File: src/rtl/rx_usb_pkg.sv
// Shared USB receive-path types and constants.
// Holds the bit-unstuffer state encoding and the USB default run length.
package rx_usb_pkg;

  localparam int unsigned USB_RUN_LEN = 6;

  typedef enum logic [1:0] {
    IDLE,
    COUNT,
    SKIP,
    ERROR
  } state_type;

endpackage

File: src/rtl/rx_sat_counter.sv
// Saturating up-counter with synchronous clear.
// Clear has priority over increment; the count holds at all-ones.
module rx_sat_counter #(
  parameter int unsigned W = 8
) (
  input  logic         clk,
  input  logic         rst,
  input  logic         clr,
  input  logic         inc,
  output logic [W-1:0] count
);

  always_ff @(posedge clk or posedge rst) begin
    if (rst) begin
      count <= '0;
    end else if (clr) begin
      count <= '0;
    end else if (inc && (count != {W{1'b1}})) begin
      count <= count + W'(1);
    end
  end

endmodule

File: src/rtl/rx_bit_unstuffer.sv
// USB RX bit unstuffer: counts strobed 1s, flags the stuffed bit after RUN_LEN ones,
// and records stuffing violations and the number of removed bits since the last clear.
module rx_bit_unstuffer
  import rx_usb_pkg::*;
#(
  parameter int unsigned RUN_LEN = USB_RUN_LEN,
  parameter int unsigned CNT_W   = 8
) (
  input  logic             clk,
  input  logic             rst,
  input  logic             decoded_bit,
  input  logic             bit_valid,
  input  logic             stuff_en,
  input  logic             clear,
  output logic             ignore_bit,
  output logic             stuff_err,
  output logic [CNT_W-1:0] stuff_count
);

  localparam int unsigned RUN_W = $clog2(RUN_LEN + 1);

  state_type        state;
  state_type        state_next;
  logic [RUN_W-1:0] run_cnt;
  logic [RUN_W-1:0] run_next;
  logic [RUN_W-1:0] run_inc;
  logic             err_next;
  logic             cnt_clr;
  logic             cnt_inc;

  assign run_inc    = run_cnt + RUN_W'(1);
  assign ignore_bit = bit_valid & (state == SKIP) & stuff_en & ~clear;

  always_ff @(posedge clk or posedge rst) begin
    if (rst) begin
      state     <= IDLE;
      run_cnt   <= '0;
      stuff_err <= 1'b0;
    end else begin
      state     <= state_next;
      run_cnt   <= run_next;
      stuff_err <= err_next;
    end
  end

  // Priority: clear, then mode disable, then normal per-state bit handling.
  always_comb begin
    state_next = state;
    run_next   = run_cnt;
    err_next   = stuff_err;
    cnt_clr    = 1'b0;
    cnt_inc    = 1'b0;

    if (clear) begin
      state_next = stuff_en ? COUNT : IDLE;
      run_next   = '0;
      err_next   = 1'b0;
      cnt_clr    = 1'b1;
    end else if (!stuff_en) begin
      state_next = IDLE;
      run_next   = '0;
    end else begin
      case (state)
        IDLE, COUNT: begin
          state_next = COUNT;
          if (bit_valid) begin
            if (!decoded_bit) begin
              run_next = '0;
            end else if (run_inc == RUN_W'(RUN_LEN)) begin
              state_next = SKIP;
              run_next   = '0;
            end else begin
              run_next = run_inc;
            end
          end
        end
        SKIP: begin
          if (bit_valid) begin
            run_next = '0;
            if (!decoded_bit) begin
              state_next = COUNT;
              cnt_inc    = 1'b1;
            end else begin
              state_next = ERROR;
              err_next   = 1'b1;
            end
          end
        end
        ERROR: begin
          err_next = 1'b1;
        end
        default: begin
          state_next = IDLE;
          run_next   = '0;
        end
      endcase
    end
  end

  rx_sat_counter #(
    .W(CNT_W)
  ) u_stuff_cnt (
    .clk  (clk),
    .rst  (rst),
    .clr  (cnt_clr),
    .inc  (cnt_inc),
    .count(stuff_count)
  );

endmodule

File: config.mk
export PLATFORM = sky130hd
export DESIGN_NAME = rx_bit_unstuffer
export DESIGN_NICKNAME = d
export VERILOG_FILES = /design/src/rtl/rx_usb_pkg.sv /design/src/rtl/rx_sat_counter.sv /design/src/rtl/rx_bit_unstuffer.sv
export SDC_FILE = /design/constraint.sdc
export NUM_CORES = 1
export LEC_CHECK = 0
export BUFFER_PORTS_ARGS = -buffer_cell sky130_fd_sc_hd__clkbuf_2
export CORE_MARGIN = 3
export CORE_UTILIZATION = 33
export CTS_CLUSTER_DIAMETER = 150
export DETAILED_ROUTE_END_ITERATION = 7
export PLACE_DENSITY_LB_ADDON = 0.12
export REMOVE_ABC_BUFFERS = 1
export SYNTH_ARGS = -nofsm -noshare
export SYNTH_HDL_FRONTEND = slang
export SYNTH_SLANG_ARGS = --single-unit
File: constraint.sdc
create_clock -name clk -period 4.6 [get_ports clk]
set_clock_uncertainty 0.15 [all_clocks]
set_input_delay 0.69 -clock clk [delete_from_list [all_inputs] [get_ports clk]]
set_output_delay 0.69 -clock clk [all_outputs]
set_load 0.05 [all_outputs]
======== After elaboration in Yosys (flattened, before gate mapping) ========
Cells that the tools add are included.
storage, ports and cells
  register bits after elaboration ......... 14
  bits of input ports ..................... 6
  output and inout port bits .............. 10
  word-level logic and storage cells ...... 58
cells by class
  reductions and logical operators ........ 9
  add/subtract/negate cells ............... 2
  equal/unequal tests ..................... 10
  mux-type cells .......................... 29
  bitwise operators ....................... 4
operators by type and width
  kind                                                    count
  2-to-1 mux 3 bit                                        6
  2-to-1 mux 8 bit                                        2
  2-to-1 mux 2 bit                                        7
  2-to-1 mux 1 bit                                        11
  adder 8 x 1 -> 8 bit (second input constant)            1
  inequality test 4 bit (second input constant)           2
  inequality test 8 bit (second input constant)           1
  inequality test 3 bit (second input constant)           2
  one-hot mux 3 bit (2 select lines)                      1
  == test 2 bit (second input constant)                   2
  inequality test 4 x 1 -> 1 bit (second input constant)  1
  one-hot mux 2 bit (2 select lines)                      1
  AND reduction 4 bit                                     1
  nonzero test 2 bit                                      2
  adder 3 x 1 -> 3 bit (second input constant)            1
  bitwise AND 1 bit                                       3
  == test 3 bit (second input constant)                   1
  AND reduction 3 bit                                     1
  nonzero test 3 bit                                      1
  == test 2 x 1 -> 1 bit (second input constant)          1
  zero test 2 bit                                         1
  one-hot mux 1 bit (2 select lines)                      1
  AND reduction 2 bit                                     1
  OR reduction 2 bit                                      1
  2 further kinds                                         2

======== Longest topological paths before layout ========
Gate-level depths: netlist (run 1).
  word-level depth ........................ 8
  mapped depth ............................ 5
  depth with buffers taken out ............ 5

======== Cells and area by module ========
Synthesis (run 1) repeated with hierarchy kept, for this count alone.
second synthesis, totals
  cells, all modules ...................... 87
  area total of the unflattened synthesis .. 880.8 sq um
modules (own cells, without submodules)
  module            area an instance (sq um)  cells each  seq. area each (sq um)  times used
  rx_sat_counter    504.2                     49          200.2                   1
  rx_bit_unstuffer  376.6                     38          150.1                   1

======== Worst setup path before layout (run 1) ========
Ideal clock, no wire load.
  kind .................................... input port to output port
  start point ............................. input clear
  end point ............................... output ignore_bit
  buffers on the path ..................... 0
  required time ........................... 3.760 ns
  cell stages on the path ................. 3
  path slack .............................. 2.075 ns
  data arrival time ....................... 1.685 ns
  path through ............................ and2b_2 nand2_1 nor2_1
on the way
  word-level cells in the longest chain between the ends .. 2
ends and longest elaborated chain
  item               line                    text
  from (decl)        rx_bit_unstuffer.sv:14  input logic clear,
  NOT 1 bit          rx_bit_unstuffer.sv:32  assign ignore_bit = bit_valid & (state == SKIP) & stuff_en & ~clear;
  bitwise AND 1 bit  rx_bit_unstuffer.sv:32
  to (decl)          rx_bit_unstuffer.sv:15  output logic ignore_bit,
No other way between the ends.

======== Worst setup path in the final report (run 1) ========
Same ends and word-level chain as after synthesis.

==> results of run 1 <==
## sequential cells by signal, indices dropped and copies added, names as in the netlist
name	flops
state	2
u_stuff_cnt.count	8
run_cnt	3
stuff_err	1
## worst paths after layout
path / to / slack [ns] / startpoint
worst max register to register: u_stuff_cnt.count[7] / 2.79 / u_stuff_cnt.count[0]
worst min register to register: stuff_err / 0.39 / stuff_err
min in group clk: stuff_err / 0.39 / stuff_err
max in group asynchronous: u_stuff_cnt.count[3] / 3.68 / rst
worst min-delay path: run_cnt[0] / 0.27 / rst
worst max-delay path: ignore_bit / 2.05 / clear
## worst reg2reg max path: stages, from the launching register on
cell and delay (ns):
dfrtp_1 0.44, ha_1 0.26, nand2_1 0.11, o211ai_4 0.11
or4_1 0.51, a21oi_1 0.16
## report_power, final
part	switching, mW	internal, mW
Sequential	0.000761	0.124
Clock	0.0410	0.0481
Combinational	0.0104	0.00524
## routing by layer
metal,routed length [microns],GRT usage,share of wire
met3,55,0.0230,0.032
met2,848,0.197,0.50
met1,762,0.145,0.45
met5,0,0,0
met4,36,0.0712,0.021
## cells by family after synthesis
| logic type | after synthesis | synth area share |
|---|---|---|
| XOR/XNOR | 2 | 0.0210 |
| AO/OA/AOI/OAI | 20 | 0.164 |
| flip-flops | 14 | 0.420 |
| AND/OR/NAND/NOR | 42 | 0.294 |
| buffers and inverters | 7 | 0.0315 |
| multiplexers | 2 | 0.0240 |
| adder cells (fa/ha/maj) | 3 | 0.0450 |
## area by class of cell
type                            count  area (sq um)  area share
Sequential cell                    14           350       0.359
Clock buffer                        4          36.3      0.0372
Multi-Input combinational cell     69           457       0.468
Tap cell                           28          35.0      0.0359
Timing Repair Buffer               15          75.1      0.0769
Inverter                            6          22.5      0.0231
## cell usage after synthesis
cell / instances
nand3_1: 4
nand2b_1: 2
mux2i_1: 2
nor3_1: 1
and2b_2: 1
xor2_1: 2
nor4b_1: 2
a22oi_1: 1
and3_1: 1
and4_1: 1
o31ai_1: 1
nand4_1: 2
nand2_1: 7
nand3b_1: 2
and4bb_4: 1
ha_1: 3
nor2b_1: 1
a2bb2oi_1: 1
or3_1: 2
o21a_1: 1
a211oi_1: 1
clkbuf_1: 1
or4_1: 1
o21ai_0: 5
nor4b_2: 1
and4b_1: 1
nor2_1: 12
o211ai_1: 1
o22ai_1: 1
a31oi_1: 2
dfrtp_1: 14
inv_1: 6
o211ai_4: 1
a21oi_1: 5
## stage by stage
stage	hold WS, ns	power [mW]	setup WS [ns]	instances
floorplan	0.380	0.136	2.07	89
CTS	0.286	0.234	2.02	136
global placement	0.375	0.143	2.05	132
finish	0.266	0.229	2.05	136
global route	0.319	0.240	1.92	136
detailed placement	0.381	0.143	2.02	132
==> metrics.txt, run 1 <==
status=complete, no violations; layout cells sized above 1=0.213; DR vias=713; die area=~3200 sq um; row cnt=17; crit end category=output pin; Period minus WS final=2.55 ns; CP Launch Type=input port; final period utilization=0.555; initial antenna violation count=0; Iteration-0 DRC Markers=4; delay of the slowest critical-path stage=0.34 ns; yosys warns=0; Initial Utilization=0.363; Slew @ Worst Pin=around 0.53 ns; Final Cell Area=~980 sq um; DRT antenna net count=0; largest net degree at the start of global routing=15; Lkg Pwr=0.444 nW; Netlist cell types=34; pwr/cell area=235 nW/um^2; GP Congestion=around 0.71; post-CTS setup buffer count=0; MaxCap Viol Count=0; Seq/Total Area, Yosys=0.420; overall die width=56.3 microns; CTS buffer count=3; Vias per Instance=5.24; Worst EP required=3.76 ns; CP max-delay cell=and2b_2; I/O pin count=16; Post-CTS Resized=0; average wire per standard cell=12.5 microns; CTS tree=built; drt pass-1 iters=4; vias in the first global route=667; n_diodes=0; commonest non-fill, non-tap cell in the layout=clkbuf_2; RSZ-0062 raised after global routing=false; All-Layer GR Usage=0.120; slew margin rel.=0.643; placed inst area=940 sq um; I/O Buffers=15; Avg Cell Area, Syn=9.26 sq um; Util after Layout=0.425; Post-Route WL=1700 microns; top-area cell type share of the netlist area=0.420; crit path max fanout=14; Nets=118; Synth area leader=dfrtp_1; Worst Path Arrival=1.71 ns; crit-path most repeated cell=clkbuf_2; Max Slew Vio Count=0; ranking of synthesized cells by area=dfrtp_1, nor2_1, ha_1; setup TNS=0 ns; clock sinks=14; clock latency at the later pin of the worst-skew pair=0.28 ns; Levels on crit path=5; H-tree depth=1; kind of critical path=in -> out; delay-heaviest family, CP=simple AND/OR/NAND/NOR gates; Setup violations, final=0; flops & latches, synth=14; VDD IR max=~0.00012 V; DR DRC count=0; area grow syn2layout=17.1%; most frequent cells in the layout=clkbuf_2, dfrtp_1, nor2_1; final hold violation count=0; placed wire-length estimate=1280 microns; Worst Hold Class=in -> async; worst-path cell chain=clkbuf_2 > and2b_2 > nand2_1 > nor2_1 > clkbuf_2; CTS Root Cell=clkbuf_4; die height=between 50 and 60 microns; CTS clock-pin slew for the worst setup and hold paths=0.09 ns; Post-CTS Hold Buffers=0; maximum clock frequency=392 MHz; Worst R2R Path Depth=5; Buf/Inv on CP=2; Mapped Area=approximately 830 sq um; Gate Count Post-Synth=90; core area=2300 sq um; clock buffer depth=2; GR Overflow Total=0; first-pass GRT wire length=2990 microns; Fillers=248
Note: power is estimated with default switching activity, not from simulation.
==> inputs of run 2 (changes only) <==
==> constraint.sdc (replaced) <==
create_clock -name clk -period 2.44 [get_ports clk]
set_clock_uncertainty 0.15 [all_clocks]
set_input_delay 0.366 -clock clk [delete_from_list [all_inputs] [get_ports clk]]
set_output_delay 0.366 -clock clk [all_outputs]
set_load 0.05 [all_outputs]
==> run 2 against run 1 <==
  * Via count grew 3.1%
  * Sequential share of layout area shrank 0.36 points
  * Clock power grew 91%
  * Utilization grew 0.44 points
  * Global-route usage grew 0.99 points
  * Combinational power grew 97%
  * Worst setup slack lost 1.5 ns
  * Flip-flop and latch count is the same
  * Critical path type unchanged
==> metrics.txt, run 2 (synthesis gave the netlist of run 1 again) <==
Period minus WS final=1.89 ns; status=complete, no violations; MaxCap Viol Count=0; DR vias=735; Iteration-0 DRC Markers=17; area grow syn2layout=18.3%; met1 Use GR=0.152; crit-path most repeated cell=clkbuf_2; average wire per standard cell=13.1 microns; CTS clock-pin slew for the worst setup and hold paths=0.09 ns; slew margin rel.=0.628; Vias per Instance=around 5.4; global routing's busiest layer=met2; Post-CTS Hold Buffers=1; I/O Buffers=15; largest registers=u_stuff_cnt.count (8), run_cnt (3), state (2); RSZ-0062 raised after global routing=false; I/O pin count=16; first-pass GRT wire length=3200 microns; layout cells sized above 1=0.211; max reg flops=8; crit end category=output pin; met3 usage=0.0299; placed wire-length estimate=around 1300 microns; DR DRC count=0; DRT antenna net count=0; GR Overflow Total=0; H-tree depth=1; delay-heaviest family, CP=simple AND/OR/NAND/NOR gates; n_diodes=0; GP Congestion=0.746; commonest non-fill, non-tap cell in the layout=clkbuf_2; Worst EP required=roughly 1.9 ns; CTS Root Cell=clkbuf_4; die height=56.3 microns; post-CTS setup buffer count=0; most frequent cells in the layout=clkbuf_2, dfrtp_1, nor2_1; crit path max fanout=14; worst-path cell chain=clkbuf_2 > and2b_2 > nand2_1 > nor2_1 > clkbuf_2; largest net degree at the start of global routing=15; Lkg Pwr=between 0.4 and 0.5 nW; M2 GR Usage=0.219; setup TNS=0 ns; CTS buffer count=3; final hold violation count=0; clock sinks=14; Post-CTS Resized=0; CTS tree=built; initial antenna violation count=0; Nets=approximately 120; Buf/Inv on CP=2; Top reg by flops=u_stuff_cnt.count; final period utilization=0.775; die area=3160 sq um; Setup violations, final=0; kind of critical path=in -> out; delay of the slowest critical-path stage=about 0.34 ns; row cnt=17; drt pass-1 iters=4; clock buffer depth=2; VDD IR max=between 0.0002 and 0.00025 V; Worst Path Arrival=approximately 1.4 ns; All-Layer GR Usage=0.130; Slew @ Worst Pin=approximately 0.56 ns; vias in the first global route=740; CP Launch Type=input port; Worst Hold Class=in -> reg; placed inst area=940 sq um; maximum clock frequency=529 MHz; CP max-delay cell=and2b_2; core area=~2300 sq um; Final Cell Area=986 sq um; Util after Layout=0.429; overall die width=56.3 microns; Post-Route WL=1800 microns; Max Slew Vio Count=0; Initial Utilization=0.363; clock latency at the later pin of the worst-skew pair=0.28 ns; pwr/cell area=approximately 440 nW/um^2
-- run 2: layout make-up --
class	instances	area [sq um]
clock buffer	4	36.3
fill	245	1310
sequential	14	350
inverter	6	22.5
timing repair buffer	16	85.1
multi-input combinational	69	457
tap	28	35.0
-- run 2: final timing paths --
kind	from	endpoint	slack (ns)	depth (start not counted)
min in group asynchronous	rst	state[1]	0.50	3
hold reg to reg	stuff_err	stuff_err	0.42	2
setup / recovery	clear	ignore_bit	0.55	5
setup reg to reg	u_stuff_cnt.count[0]	u_stuff_cnt.count[7]	0.61	5
hold / removal	stuff_en	state[0]	0.17	2
max in group asynchronous	rst	u_stuff_cnt.count[4]	1.27	3
-- run 2: per-layer routing --
metal  share of wire  vias up
met5               0        -
met4           0.021        0
met3           0.041        4
met2            0.49       16
met1            0.45      347
li1                -      368
-- run 2: stage by stage --
step           hold WS [ns]  power (mW)  cells  worst slack, ns
3_5_place_dp          0.270       0.270    132            0.506
2_1_floorplan         0.105       0.256     89            0.472
6_report              0.172       0.436    137            0.550
4_1_cts               0.171       0.442    137            0.529
5_1_grt               0.177       0.466    137            0.446
3_3_place_gp          0.267       0.269    132            0.534
-- run 2: where the power goes --
part	leakage [nW]	internal [mW]	switching (mW)
Sequential	0.193	0.233	0.00155
Combinational	0.234	0.0109	0.0200
Clock	0.0210	0.0908	0.0797
